<file path="src/rtl/hilo_pkg.sv">
// Shared types and constants for the HI/LO multiply/divide controller.
package hilo_pkg;

  typedef enum logic [2:0] {
    OP_NONE  = 3'd0,
    OP_MULT  = 3'd1,
    OP_MULTU = 3'd2,
    OP_DIV   = 3'd3,
    OP_DIVU  = 3'd4,
    OP_MTHI  = 3'd5,
    OP_MTLO  = 3'd6
  } hilo_op_t;

  typedef enum logic [1:0] {
    ST_IDLE,
    ST_MUL,
    ST_DIV,
    ST_DONE
  } hilo_state_t;

  localparam int          DIV_ITERS = 32;
  localparam logic [31:0] DIVZ_LO   = 32'hFFFF_FFFF;

endpackage

</file>
<file path="src/rtl/hilo_div_iter.sv">
// Unsigned restoring divider: start loads operands, then one quotient bit per cycle
// for DIV_ITERS cycles; abort stops iteration. No backpressure, results hold once finished.
module hilo_div_iter
  import hilo_pkg::*;
(
  input  logic        clk,
  input  logic        rst,
  input  logic        start,
  input  logic        abort,
  input  logic [31:0] dividend,
  input  logic [31:0] divisor,
  output logic [31:0] quotient,
  output logic [31:0] remainder
);

  logic [5:0]  cnt;
  logic [31:0] dvsr;
  logic [32:0] rem_sh;
  logic [32:0] diff;

  // Partial remainder is kept below dvsr, so the shifted value fits in 33 bits.
  assign rem_sh = {remainder, quotient[31]};
  assign diff   = rem_sh - {1'b0, dvsr};

  always_ff @(posedge clk or posedge rst) begin
    if (rst) begin
      cnt       <= 6'd0;
      dvsr      <= 32'd0;
      quotient  <= 32'd0;
      remainder <= 32'd0;
    end else if (start) begin
      cnt       <= 6'(DIV_ITERS);
      dvsr      <= divisor;
      quotient  <= dividend;
      remainder <= 32'd0;
    end else if (abort) begin
      cnt <= 6'd0;
    end else if (cnt != 6'd0) begin
      cnt <= cnt - 6'd1;
      if (!diff[32]) begin
        remainder <= diff[31:0];
        quotient  <= {quotient[30:0], 1'b1};
      end else begin
        remainder <= rem_sh[31:0];
        quotient  <= {quotient[30:0], 1'b0};
      end
    end
  end

endmodule

</file>
<file path="src/rtl/hilo_muldiv_ctrl.sv">
// HI/LO owner: MTHI/MTLO in one cycle, mult stalls MUL_CYCLES+1, div stalls 33; HI/LO commit at end of DONE.
// HILO_BYPASS_EN makes hi_o/lo_o show the value being written this cycle.
module hilo_muldiv_ctrl
  import hilo_pkg::*;
#(
  parameter int DATA_W     = 32,
  parameter int MUL_CYCLES = 2
) (
  input  logic              clk,
  input  logic              rst,
  input  logic              op_valid,
  input  logic [2:0]        op,
  input  logic [DATA_W-1:0] src_a,
  input  logic [DATA_W-1:0] src_b,
  input  logic              flush,
  output logic              stall_req,
  output logic              busy,
  output logic [DATA_W-1:0] hi_o,
  output logic [DATA_W-1:0] lo_o
);

  hilo_state_t         state;
  hilo_op_t            op_e;
  logic [5:0]          cnt;
  logic [DATA_W-1:0]   hi, lo, a_q, b_q;
  logic                sgn_q, div_q;
  logic                is_mul, is_div, is_sgn, accept;
  logic [2*DATA_W-1:0] ma, mb, mul_full, prod;
  logic [DATA_W-1:0]   a_mag, b_mag, quo, rem, q_fix, r_fix;
  logic [DATA_W-1:0]   res_hi, res_lo, hi_wd, lo_wd;
  logic                hi_we, lo_we;

  assign op_e   = hilo_op_t'(op);
  assign is_mul = (op_e == OP_MULT) || (op_e == OP_MULTU);
  assign is_div = (op_e == OP_DIV) || (op_e == OP_DIVU);
  assign is_sgn = (op_e == OP_MULT) || (op_e == OP_DIV);
  assign accept = (state == ST_IDLE) && op_valid && !flush && (is_mul || is_div);

  assign stall_req = accept || (state == ST_MUL) || (state == ST_DIV);
  assign busy      = (state != ST_IDLE);

  // Sign-extending to full width makes the low 2*DATA_W bits of an unsigned multiply signed-correct.
  assign ma       = {{DATA_W{sgn_q & a_q[DATA_W-1]}}, a_q};
  assign mb       = {{DATA_W{sgn_q & b_q[DATA_W-1]}}, b_q};
  assign mul_full = ma * mb;

  assign a_mag = (is_sgn && src_a[DATA_W-1]) ? -src_a : src_a;
  assign b_mag = (is_sgn && src_b[DATA_W-1]) ? -src_b : src_b;

  hilo_div_iter u_div (
    .clk       (clk),
    .rst       (rst),
    .start     (accept && is_div),
    .abort     (flush),
    .dividend  (a_mag),
    .divisor   (b_mag),
    .quotient  (quo),
    .remainder (rem)
  );

  assign q_fix = (sgn_q && (a_q[DATA_W-1] ^ b_q[DATA_W-1])) ? -quo : quo;
  assign r_fix = (sgn_q && a_q[DATA_W-1]) ? -rem : rem;

  always_comb begin
    res_hi = prod[2*DATA_W-1:DATA_W];
    res_lo = prod[DATA_W-1:0];
    if (div_q) begin
      if (b_q == '0) begin
        res_hi = a_q;
        res_lo = DIVZ_LO;
      end else begin
        res_hi = r_fix;
        res_lo = q_fix;
      end
    end
  end

  always_comb begin
    hi_we = 1'b0;
    lo_we = 1'b0;
    hi_wd = src_a;
    lo_wd = src_a;
    if (!flush) begin
      if (state == ST_IDLE && op_valid) begin
        hi_we = (op_e == OP_MTHI);
        lo_we = (op_e == OP_MTLO);
      end else if (state == ST_DONE) begin
        hi_we = 1'b1;
        lo_we = 1'b1;
        hi_wd = res_hi;
        lo_wd = res_lo;
      end
    end
  end

  always_ff @(posedge clk or posedge rst) begin
    if (rst) begin
      state <= ST_IDLE;
      cnt   <= 6'd0;
      a_q   <= '0;
      b_q   <= '0;
      sgn_q <= 1'b0;
      div_q <= 1'b0;
      prod  <= '0;
      hi    <= '0;
      lo    <= '0;
    end else begin
      if (hi_we) hi <= hi_wd;
      if (lo_we) lo <= lo_wd;
      case (state)
        ST_IDLE: begin
          if (accept) begin
            state <= is_div ? ST_DIV : ST_MUL;
            cnt   <= 6'd1;
            a_q   <= src_a;
            b_q   <= src_b;
            sgn_q <= is_sgn;
            div_q <= is_div;
          end
        end
        ST_MUL: begin
          prod <= mul_full;
          if (flush) begin
            state <= ST_IDLE;
            cnt   <= 6'd0;
          end else if (cnt == 6'(MUL_CYCLES)) begin
            state <= ST_DONE;
            cnt   <= 6'd0;
          end else begin
            cnt <= cnt + 6'd1;
          end
        end
        ST_DIV: begin
          if (flush) begin
            state <= ST_IDLE;
            cnt   <= 6'd0;
          end else if (cnt == 6'(DIV_ITERS)) begin
            state <= ST_DONE;
            cnt   <= 6'd0;
          end else begin
            cnt <= cnt + 6'd1;
          end
        end
        // The held instruction leaves EX here; its op_valid must not start a new operation.
        ST_DONE: begin
          state <= ST_IDLE;
          cnt   <= 6'd0;
        end
        default: state <= ST_IDLE;
      endcase
    end
  end

`ifdef HILO_BYPASS_EN
  assign hi_o = hi_we ? hi_wd : hi;
  assign lo_o = lo_we ? lo_wd : lo;
`else
  assign hi_o = hi;
  assign lo_o = lo;
`endif

endmodule

</file>
<file path="config.mk">
export PLATFORM = sky130hd
export DESIGN_NAME = hilo_muldiv_ctrl
export DESIGN_NICKNAME = d
export VERILOG_FILES = /design/src/rtl/hilo_pkg.sv /design/src/rtl/hilo_div_iter.sv /design/src/rtl/hilo_muldiv_ctrl.sv
export SDC_FILE = /design/constraint.sdc
export NUM_CORES = 2
export LEC_CHECK = 0
export BUFFER_PORTS_ARGS = -buffer_cell sky130_fd_sc_hd__buf_2
export CORE_UTILIZATION = 60
export CTS_CLUSTER_DIAMETER = 100
export CTS_CLUSTER_SIZE = 24
export DETAILED_ROUTE_END_ITERATION = 8
export PLACE_DENSITY_LB_ADDON = 0.15
export SYNTH_ARGS = -nofsm -noshare
export SYNTH_HDL_FRONTEND = slang
export SYNTH_SLANG_ARGS = --single-unit
</file>
<file path="constraint.sdc">
create_clock -name clk -period 13.9 [get_ports clk]
set_input_delay 0.695 -clock clk [delete_from_list [all_inputs] [get_ports clk]]
set_output_delay 0.695 -clock clk [all_outputs]
set_load 0.02 [all_outputs]
</file>
Word-level counts from Yosys, hierarchy flattened
Cells that the tools add are included.
{ "totals": {"out_inout_bits": 66, "regBits": 304, "word_cells": 106} }
{ "classes": {"n_mul": 1, "muxes": 43, "eq_ne": 15, "add_sub_neg": 7, "n_bitwise": 3, "n_reduce_logical": 24} }
{ "op_table": {"columns": ["op", "count"], "rows": [
  ["32-bit two-way mux", 21],
  ["32-bit negator", 4],
  ["33-bit by 33-bit multiplier with 64-bit output", 1],
  ["6-bit two-way mux", 8],
  ["33-bit by 32-bit subtractor with 33-bit output", 1],
  ["32-bit zero test", 1],
  ["6-bit one-hot mux with 4 select lines", 1],
  ["2-bit two-way mux", 6],
  ["3-bit equality test, second input constant", 3],
  ["1-bit logical AND", 8],
  ["2-bit one-hot mux with 4 select lines", 1],
  ["6-bit by 1-bit adder with 6-bit output, second input constant", 1],
  ["3-bit by 2-bit equality test with 1-bit output, second input constant", 2],
  ["6-bit by 2-bit equality test with 1-bit output, second input constant", 1],
  ["6-bit equality test, second input constant", 1],
  ["1-bit logical OR", 6],
  ["1-bit two-way mux", 6],
  ["3-bit by 2-bit != test with 1-bit output, second input constant", 2],
  ["6-bit nonzero test", 1],
  ["6-bit by 1-bit subtractor with 6-bit output, second input constant", 1],
  ["2-bit equality test, second input constant", 2],
  ["2-bit AND reduction", 2],
  ["2-bit nonzero test", 2],
  ["3-bit by 1-bit equality test with 1-bit output, second input constant", 1],
  ["9 further kinds", 10]
]} }

Longest topological paths before layout
{ "logic_depth": {"ltp_word": 8, "depth_mapped": 32} }

Hierarchy
A second synthesis with hierarchy kept.
{ "unflattened": {"cells_unflattened": 6195, "hier_area_um2": 55962.4} }
{ "modules_own_cells": {"columns": ["module", "cells_each", "area_per_inst_um2", "instances", "seq_area_each_um2"], "rows": [
  ["hilo_muldiv_ctrl", 5509, 49777.7, 1, 5054.8],
  ["hilo_div_iter", 686, 6184.7, 1, 2552.4]
]} }

Worst setup path after synthesis
No wires, ideal clock.
{ "synth_timing": {"path_kind": "reg-to-reg", "from": "register a_q[31]", "to": "register prod[56]", "period_less_slack_ns": 8.573, "setup_time_ns": 0.071, "required_ns": 13.829, "n_path_buf": 4, "t_arrival_ns": 8.502, "stages_incl_launch_ff": 31, "setup_slack_ns": 5.327, "path_cell_list": "dfrtp_1 > and2_1 > buf_6 > buf_6 > clkbuf_1 > nand2_1 > inv_1 > fa_1 > fa_1 > fa_1 > inv_1 > fa_1 > inv_1 > fa_1 > fa_1 > fa_1 > inv_1 > fa_1 > inv_1 > ha_1 > clkbuf_1 > a21o_1 > a21o_1 > a221o_1 > a221o_1 > nor2b_1 > a211o_1 > o31ai_1 > a21oi_1 > or3_1 > nand4_1"} }
{ "synth_via": {"elab_chain_len": 2} }
{ "synth_lines": {"columns": ["item", "line_no", "source"], "rows": [
  ["start: declaration", "hilo_muldiv_ctrl.sv:25", "logic [DATA_W-1:0] hi, lo, a_q, b_q;"],
  ["start signal: assignment", "hilo_muldiv_ctrl.sv:115", "a_q <= src_a;"],
  ["1-bit AND", "hilo_muldiv_ctrl.sv:43", "assign ma = {{DATA_W{sgn_q & a_q[DATA_W-1]}}, a_q};"],
  ["33-bit by 33-bit multiplier with 64-bit output *", "hilo_muldiv_ctrl.sv:45", "assign mul_full = ma * mb;"],
  ["end signal: assignment", "hilo_muldiv_ctrl.sv:122", "prod <= mul_full;"],
  ["end: declaration", "hilo_muldiv_ctrl.sv:28", "logic [2*DATA_W-1:0] ma, mb, mul_full, prod;"]
]} }
Mark *: on every way between the ends. The rest lies on a longest branch, timed or not.
A chain may end at the register's enable or synchronous reset.

Final worst setup path
Ends and elaborated chain as after synthesis.

==> flow_metrics.tcl <==
set metrics [dict create \
    pin_count 137 \
    finish.net_count 7471 \
    r2r-start "a_q[31]" \
    antenna_found_initial 8 \
    synth-xor-area-share_pct 3.42 \
    grt_pass1_vias 43804 \
    rrSetupSlack_ns 4.46 \
    hp-class "input port to async pin" \
    hold_viol_final 0 \
    cts_tree "done" \
    required_ns 14.38 \
    start_kind "register" \
    syn_area_mm2 0.0553 \
    ant_nets 0 \
    hold_ws_ns 0.254 \
    grt_pass1_wl_um 249000 \
    synth_top_family_by_area "adder cells" \
    worstRegToRegCells 27 \
    coreArea_mm2 0.0915 \
    vias_per_cell 5.83 \
    cts.sinks 304 \
    clock_skew_ns 0.0358 \
    fin_crit_ns 9.44 \
    yosys.area.top_type "fa_1" \
    fillers 7919 \
    slew_headroom_pct 27.4 \
    cp.depth 27 \
    synth-edff-count 0 \
    synth-compound-area-share_pct 8.03 \
    ys_warn_count 0 \
    crit_family "adder cells" \
    dieArea_mm2 0.0935 \
    grt_max_degree 111 \
    crit_top_cell "fa_1" \
    num_rows 111 \
    syn2layout_area_growth_pct 3.38 \
    die_w_um 306 \
    min_period_over_period_pct 67.9 \
    synth_cells 6156 \
    worstPathMaxFanout 38 \
    first_pass_iters 6 \
    routed_wirelength_um 156000 \
    die_h_um 306 \
    clock_latency_ns 0.57 \
    cts_buffer_depth 3 \
    numCtsBuffers 17 \
    yosys-top-cells-count "1196 x inv_1, 1126 x fa_1, 915 x nand2_1, 355 x clkbuf_1, 351 x and2_1" \
    htreeDepth 1 \
    crit_type "register to register" \
    slew_viol_final 0 \
    design_area_mm2 0.0572 \
    synth_most_common_cell "inv_1" \
    cts_hold_buffers 0 \
    start_util_pct 60.5 \
    place_area_mm2 0.0567 \
    path_buf_inv 7 \
    drive_gt1_share_pct 6.66 \
    max_stage_delay_ns 0.98 \
    worst_pin_slew_ns 1.09 \
    postCtsSetupBuffers 0 \
    synth_adder_area_share_pct 46.6 \
    drv_cap 0 \
    grtUsageTotal_pct 34.4 \
    fmax_mhz 106 \
    synth_seq_cells 304 \
    outcome "finished clean" \
    route.detailed.drc 0 \
    synth_top_area_share_pct 40.7 \
    port_buffers 136 \
    root_buffer "clkbuf_16" \
    slowest_stage "dfrtp_1" \
    rr_endpoint "prod[56]" \
    muxShareOfSynthArea_pct 2.63 \
    clkTransAtPathRegs_ns 0.10 \
    yosys.area_share.simple_pct 14.8 \
    netlist_top_cells_area "fa_1 41%, dfrtp_1 14%, inv_1 8.1%" \
    finalSetupViolations 0 \
    end_kind "register" \
    post_cts_resized 0 \
    synth_flop_cell "dfrtp_1" \
    rsz0062_at_grt "no" \
    wl_per_cell_um 21.6 \
    drtIter0Drc 3516 \
    dp_hpwl_um 121000 \
    postSynthAreaPerCell_um2 8.99 \
    place_congestion 0.950 \
    ys_async_sr_fraction_pct 100 \
    gr-total-overflow 0 \
    synth.net_count 7611 \
    num_vias 42012 \
    synth.distinct_cells 74 \
    seq_area_frac_synth_pct 13.7 \
    final.setup.tns_ns 0 \
    arrival_ns 9.92 \
]
## worst register-to-register path, delay by kind of cell (launching register included)
family	cells	cell delay (ns)
AND/OR/NAND/NOR	6	1.35
flip-flops	1	0.98
adder cells (fa/ha/maj)	9	4.22
AO/OA/AOI/OAI	5	1.76
buffers and inverters	7	1.08
## placed cells by master (no fill, tap or decap), types with 15 or more instances in the layout
master     instances
a211oi_1          23
a21o_1            36
a21oi_1          298
a31oi_1           18
and2_1           351
and3_1            29
buf_2            136
buf_4             85
clkbuf_16         17
dfrtp_1          291
fa_1            1126
ha_1             257
inv_1           1195
mux2_2           115
mux2i_1           16
nand2_1          914
nand2b_1          22
nand3_1           22
nand4_1           19
nor2_1           277
nor2b_1           16
nor3_1            39
nor4_1            23
o21ai_0          217
o21bai_1          15
o22ai_1           38
o31ai_1           21
or3_1             19
xnor2_1          127
xor2_1            88
## final cells by class
cell class	instances	area (um2)	area share (%)
multi-input cells	4274	41800	73.0
diodes	2	5.00	0.00875
repair buffers	221	1320	2.31
inverters	1198	4500	7.87
flip-flops and latches	304	7620	13.3
well taps	1186	1480	2.59
clock inverters	3	45.0	0.0787
clock buffers	22	444	0.776
## how the worst max path moves through the flow
stage / from / to / slack [ns]
finish: a_q[31] / prod[56] / 4.46
global route: a_q[31] / prod[56] / 3.91
CTS: a_q[31] / prod[56] / 4.52
detailed placement: a_q[31] / prod[56] / 4.58
global placement: a_q[31] / prod[56] / 4.73
floorplan: rst / a_q[0] / 4.80
## per-layer routing
layer | track usage (%) | wire, um
met1 | 46.7 | 62400
met2 | 56.7 | 75200
met3 | 5.33 | 12400
met4 | 11.8 | 6100
met5 | 0 | 17
## registers in the layout (all words and copies together) (netlist names), 32 cells and up
signal	cells
lo_o	32
b_q	32
a_q	32
u_div.dvsr	32
prod	64
u_div.quotient	32
u_div.remainder	32
hi_o	32
## metrics by stage
step	setup slack (ns)	std cells	utilization [%]
after floorplan	4.80	6156	-
after global placement	4.73	7183	62.0
after detailed placement	4.58	7183	62.0
after CTS	4.52	7208	62.5
after global routing	3.91	7208	62.5
final	4.46	7210	62.5
## logic make-up after synthesis
kind of cell / after synthesis
multiplexers: 131
flip-flops: 304
XOR/XNOR: 216
buffers and inverters: 1578
AND/OR/NAND/NOR: 1784
AO/OA/AOI/OAI: 759
adder cells (fa/ha/maj): 1384
Power is left out: the tool's default activity adds up to more than one toggle a clock period on the data nets, which glitch-free logic cannot reach.
